[config.mk]
export PLATFORM = sky130hd
export DESIGN_NAME = alu_issue_seq
export DESIGN_NICKNAME = d
export VERILOG_FILES = /design/src/rtl/alu_issue_seq.sv
export SDC_FILE = /design/constraint.sdc
export NUM_CORES = 1
export LEC_CHECK = 0
export CAP_MARGIN = 20
export CORE_UTILIZATION = 51
export CTS_BUF_LIST = sky130_fd_sc_hd__clkbuf_8
export DETAILED_ROUTE_END_ITERATION = 6
export PLACE_DENSITY = 0.82
export SYNTH_ARGS = -nofsm -noshare
export SYNTH_HDL_FRONTEND = slang
export SYNTH_SLANG_ARGS = --single-unit
[constraint.sdc]
create_clock -name clk -period 2.3 [get_ports clk]
set_clock_uncertainty 0.05 [all_clocks]
set_input_delay 0.46 -clock clk [delete_from_list [all_inputs] [get_ports clk]]
set_output_delay 0.46 -clock clk [all_outputs]
set_load 0.02 [all_outputs]
[src/rtl/alu_issue_seq.sv]
// alu_issue_seq: command sequencer feeding an 8-bit alu.
// Register-file operand fetch, result capture, writeback, result handshake.
module alu_issue_seq #(
  parameter int NREG  = 4,
  parameter int SEL_W = $clog2(NREG)
) (
  input  logic             clk,
  input  logic             rst_n,
  input  logic             cmd_valid,
  output logic             cmd_ready,
  input  logic [2:0]       cmd_op,
  input  logic [SEL_W-1:0] cmd_dst,
  input  logic [SEL_W-1:0] cmd_src_a,
  input  logic [SEL_W-1:0] cmd_src_b,
  input  logic             cmd_use_imm,
  input  logic [7:0]       cmd_imm,
  output logic [7:0]       alu_a,
  output logic [7:0]       alu_b,
  output logic [2:0]       alu_op,
  input  logic [7:0]       alu_out,
  input  logic             alu_cout,
  input  logic             alu_c_flag,
  input  logic             alu_zero,
  output logic             res_valid,
  input  logic             res_ready,
  output logic [7:0]       res_data,
  output logic [SEL_W-1:0] res_dst,
  output logic             res_cout,
  output logic             res_c_flag,
  output logic             res_zero,
  input  logic [SEL_W-1:0] rd_sel,
  output logic [7:0]       rd_data
);

  typedef enum logic [1:0] {
    IDLE,
    EXEC,
    HOLD
  } state_t;

  state_t           state;
  state_t           state_nx;
  logic [7:0]       regs [NREG];
  logic [SEL_W-1:0] dst;
  logic             accept;

  assign cmd_ready = (state == IDLE);
  assign accept    = cmd_valid & cmd_ready;
  assign rd_data   = regs[rd_sel];

  // State register
  always_ff @(posedge clk or negedge rst_n) begin
    if (!rst_n) state <= IDLE;
    else        state <= state_nx;
  end

  // Next-state: accept, one evaluate cycle, then wait for the consumer
  always_comb begin
    state_nx = state;
    unique case (state)
      IDLE:    if (cmd_valid) state_nx = EXEC;
      EXEC:    state_nx = HOLD;
      HOLD:    if (res_ready) state_nx = IDLE;
      default: state_nx = IDLE;
    endcase
  end

  // Operand/opcode registers change only when a command is accepted
  always_ff @(posedge clk or negedge rst_n) begin
    if (!rst_n) begin
      alu_a  <= '0;
      alu_b  <= '0;
      alu_op <= '0;
      dst    <= '0;
    end else if (accept) begin
      alu_a  <= regs[cmd_src_a];
      alu_b  <= cmd_use_imm ? cmd_imm : regs[cmd_src_b];
      alu_op <= cmd_op;
      dst    <= cmd_dst;
    end
  end

  // Result capture at the end of EXEC, held until consumed
  always_ff @(posedge clk or negedge rst_n) begin
    if (!rst_n) begin
      res_valid  <= 1'b0;
      res_data   <= '0;
      res_dst    <= '0;
      res_cout   <= 1'b0;
      res_c_flag <= 1'b0;
      res_zero   <= 1'b0;
    end else if (state == EXEC) begin
      res_valid  <= 1'b1;
      res_data   <= alu_out;
      res_dst    <= dst;
      res_cout   <= alu_cout;
      res_c_flag <= alu_c_flag;
      res_zero   <= alu_zero;
    end else if (state == HOLD && res_ready) begin
      res_valid  <= 1'b0;
    end
  end

  // Writeback lands before the next accept, so no forwarding is needed
  always_ff @(posedge clk or negedge rst_n) begin
    if (!rst_n) begin
      for (int i = 0; i < NREG; i++) regs[i] <= '0;
    end else if (state == EXEC) begin
      regs[dst] <= alu_out;
    end
  end

endmodule
[After elaboration in Yosys (flattened, before gate mapping)]
Cells that the tools add are included.
Storage, ports and cells
  bits in registers: 69
  bits in latches: 0
  memory bits (writable): 0
  ROM bits: 0
  input port bits: 35
  output and inout bits: 42
  logic and storage cells: 52
  memories kept: 0
Operators by class
  add/subtract/negate cells: 0
  multipliers: 0
  div/mod/pow operators: 0
  order comparisons: 5
  equality and inequality tests: 4
  shift operators: 0
  multiplexer cells: 18
  bitwise gates (word level): 5
  reductions and logical operators: 5
Operators with widths (number)
  8-bit two-way mux: 8
  8-bit binary-select mux with 2-bit select: 3
  32-bit bitwise mux: 1
  8-bit demux with 2-bit select: 1
  3-bit greater-or-equal comparator (second input constant): 4
  2-bit NOT with 3-bit output: 4
  2-bit case mux with 3 select lines: 1
  2-bit two-way mux: 2
  2-bit inequality test (second input constant): 2
  3-bit by 1-bit < comparator with 1-bit output (second input constant): 1
  2-bit by 1-bit equality test with 1-bit output (second input constant): 1
  2-bit equality test (second input constant): 1
  1-bit logical AND: 2
  2-bit zero test: 1
  1-bit two-way mux: 2
  2-bit AND reduction: 1
  2-bit nonzero test: 1
  1-bit bitwise AND: 1

[Depth between registers and ports, before layout]
  depth after elaboration: 6
  depth in mapped cells: 5
  mapped depth without buffers: 3

[Worst setup path before layout]
No wires, ideal clock.
  path kind: input-to-output
  from: in rd_sel[0]
  to: out rd_data[0]
  arrival: 1.288 ns
  data required time: 1.790 ns
  path slack: 0.502 ns
  stages: 2
  path buffers: 1
  path through: buf_2 -> mux4_2
On the way
  word-level cells in the longest chain between the ends: 4
RTL lines
  start, declared: line 31  | input logic [SEL_W-1:0] rd_sel,
  2-bit NOT with 3-bit output (not written as such): line 49  | assign rd_data = regs[rd_sel];
  8-bit binary-select mux with 2-bit select: line 49
  8-bit two-way mux (not written as such) (2 in a row): line 49
  end, declared: line 32  | output logic [7:0] rd_data
Every way passes these cells. The select of a mux whose other input is x is not followed.

[Final worst setup path]
  from: in rd_sel[1]
  to: out rd_data[6]
Same word-level chain as after synthesis.

==> impl_results.md <==
- Post-route setup slack: 0.1930 ns
- Pwr dens: 1382 nW/um2
- IO Pins: 77
- Area of the die: 6652 um2
- Peak supply drop: 814.8 uV
- Static Leakage: 1.802 nW
- Root Buffer: clkbuf_8
- HP Class: input port to async pin
- Setup CP Type: input port to output port
- Share of the synthesized area in the top cell type: 0.5349
- Setup TNS: 0 ns
- Buf/Inv on CP: 3
- # port buffers: 76
- Status: completed
- Final Hold Vio Count: 0
- Most frequent cell after synthesis: dfrtp_1
- Critical Path RT: 1.79 ns
- Worst Path Max Fanout: 5
- # setup viols final: 0
- Final antenna diode count: 0
- Core Util, Final: 0.7155
- Arrival @ worst endpoint: 1.60 ns
- RSZ-0062 raised after global routing: false
- Ys Warns: 0
- Gpl congestion: 0.8123
- Chip width: 81.56 um
- Final #Nets: 325
- Syn-to-layout area delta: 33.57%
- Slowest cell on crit path: clkdlybuf4s50_1
- Setup WS pre-CTS: -0.4132 ns
- DP Cell Count: 354
- Via count: 2083
- Tcrit/Tclk final: 0.9161
- Final Critical Period: 2.107 ns
- Register area share after synthesis: 0.5349
- Max stage delay on crit path: 0.48 ns
- Largest delay share family, worst path: buffers and inverters
- Initial antenna violation count: 0
- Gr usage total: 0.2416
- Die H: 81.56 um
- # H-tree levels: 3
- CP Cell Sequence: clkdlybuf4s50_1 > buf_4 > mux4_2 > buf_2
- Wire length per cell: 19.43 um
- #FFs+latches synth: 69
- Clk slew on worst S/H paths: 0.07 ns
- Yosys cell types: 20
- Num CTS Buffers: 9
- TritonCTS clock tree: done
- Type of origin of the critical path: input port
- Dpl hpwl: 4961 um
- Most frequent cells after synthesis: dfrtp_1, mux2_2, mux4_2
- First-pass GRT wire length: 11210 um
- Worst Tran Pin Value: 0.6179 ns
- Post-synth EDFFs: 0
- DRC: 0
- Max Clock Freq: 474.6 MHz
- FFs w/ async S/R, synth: 1.000
- Global route overflow: 0
- Clock Sink Count: 69
- Worst setup EP type: output port
- Post-synth top area cell: dfrtp_1
- Vias in the first global route: 2114
- Layout cell share with drive strength beyond 1: 0.4014
- Area contributors post-synth: dfrtp_1, mux2_2, mux4_2, mux2i_1, a21oi_1
- Final Non-Filler Cells: 369
- Syn Area/Cell: 15.90 um2
- Power Total: 5.957 mW
- Starting Density: 0.5357
- Drt pass-1 iters: 4
- Sequential cell area: 1727 um2
- Clk_lat worst skew: 0.34 ns
- Std cell rows: 28
- Syn_nets: 238
- Vias/cell: 5.645
- Largest net degree at the start of global routing: 70
- Max-cap viol count: 0
- Clock buffer depth: 2
- Ys flop type: dfrtp_1
- Fin. max-slew vios: 0
- DRT antenna net count: 0
- Multi-input gate area in the final layout: 1445 um2
- Fillers: 418
- Slew headroom: 0.5859
- Routed WL: 7171 um
- Cell area after synthesis: 3228 um2
- Core area: 6026 um2
- Mapped Cells: 203
- DRT iter0 DRCs: 134
[worst reg2reg max path, delay by kind of cell (launching register included)]
family	cells	cell delay (ns)
DFF	1	0.46
and+or+nand+nor	2	0.82
muxes	1	0.40
[sequential cells by signal, indices dropped and copies added (netlist names)]
signal	cells
alu_a	8
alu_b	8
alu_op	3
dst	2
regs	32
res_c_flag	1
res_cout	1
res_data	8
res_dst	2
res_valid	1
res_zero	1
state	2
[power by group]
part | total [mW] | switching [mW] | leakage (nW) | internal (mW)
logic | 2.74 | 1.16 | 0.883 | 1.58
clock network | 0.888 | 0.423 | 0.101 | 0.465
registers | 2.33 | 0.499 | 0.818 | 1.83
[final timing paths]
check                                       startpoint  cells after the start                      to  slack (ns)
worst min register to register  res_dst[1]$_DFFE_PN0P_                      2  res_dst[1]$_DFFE_PN0P_        0.43
worst max register to register    state[1]$_DFFE_PN0P_                      3    regs[17]$_DFFE_PN0P_        0.46
max in group asynchronous                        rst_n                      2     regs[5]$_DFFE_PN0P_        1.82
min in group clk                res_dst[1]$_DFFE_PN0P_                      2  res_dst[1]$_DFFE_PN0P_        0.43
worst min-delay path                             rst_n                      2    res_cout$_DFFE_PN0P_        0.07
worst max-delay path                         rd_sel[1]                      4              rd_data[6]        0.19
[final cells by class]
cell class              count  share of cell area
well taps                  75             0.02176
clock inverters             3            0.002902
inverters                   1           0.0008706
flip-flops and latches     69              0.4005
clock buffers              12             0.03831
multi-input cells         120              0.3352
repair buffers             89              0.2005
[repair_timing]
item                                    CTS  global route
hold endpoints to repair                  0             0
endpoints found under the setup margin    8             0
resized for setup                        34             0
hold buffers                              0             0
setup buffers                             0             0
[cells by family after synthesis]
group / Yosys count / share of synthesized area
AO/OA/AOI/OAI: 11 / 0.01705
AND/OR/NAND/NOR: 20 / 0.03799
buffers and inverters: 14 / 0.01899
multiplexers: 89 / 0.3911
flip-flops: 69 / 0.5349
[routing by layer]
metal  routed length (um)  global-route usage
met4                   81              0.1107
met5                    0                   0
met1                 3068              0.3230
met2                 3657              0.3808
met3                  362             0.05000
[stage by stage]
| step | area [um2] | hold WS [ns] |
|---|---|---|
| floorplan | 3228 | 0.1144 |
| global route | 4312 | 0.1086 |
| CTS | 4312 | 0.08628 |
| detailed placement | 4173 | 0.4202 |
| finish | 4312 | 0.07214 |
| global placement | 4173 | 0.4139 |
[cells in the final DEF (no fill, tap or decap)]
master / Yosys / routed
inv_1: 1 / 3
dlygate4sd2_1: 0 / 1
nor3_4: 1 / 1
nor2_1: 9 / 9
dfrtp_1: 69 / 69
mux2_1: 2 / 2
nand4b_1: 1 / 1
o21ai_0: 1 / 1
buf_4: 0 / 10
nor3b_4: 1 / 1
nand3b_1: 1 / 1
mux4_2: 24 / 24
clkinv_2: 0 / 1
mux2_2: 55 / 55
clkdlybuf4s50_1: 0 / 66
nor2_2: 1 / 1
nand2_1: 3 / 3
mux2i_1: 8 / 8
buf_12: 0 / 4
buf_2: 7 / 8
nor3b_2: 0 / 1
a21oi_1: 10 / 10
nand2b_1: 2 / 2
clkbuf_8: 0 / 12
Power figures use the tool's default switching activity.
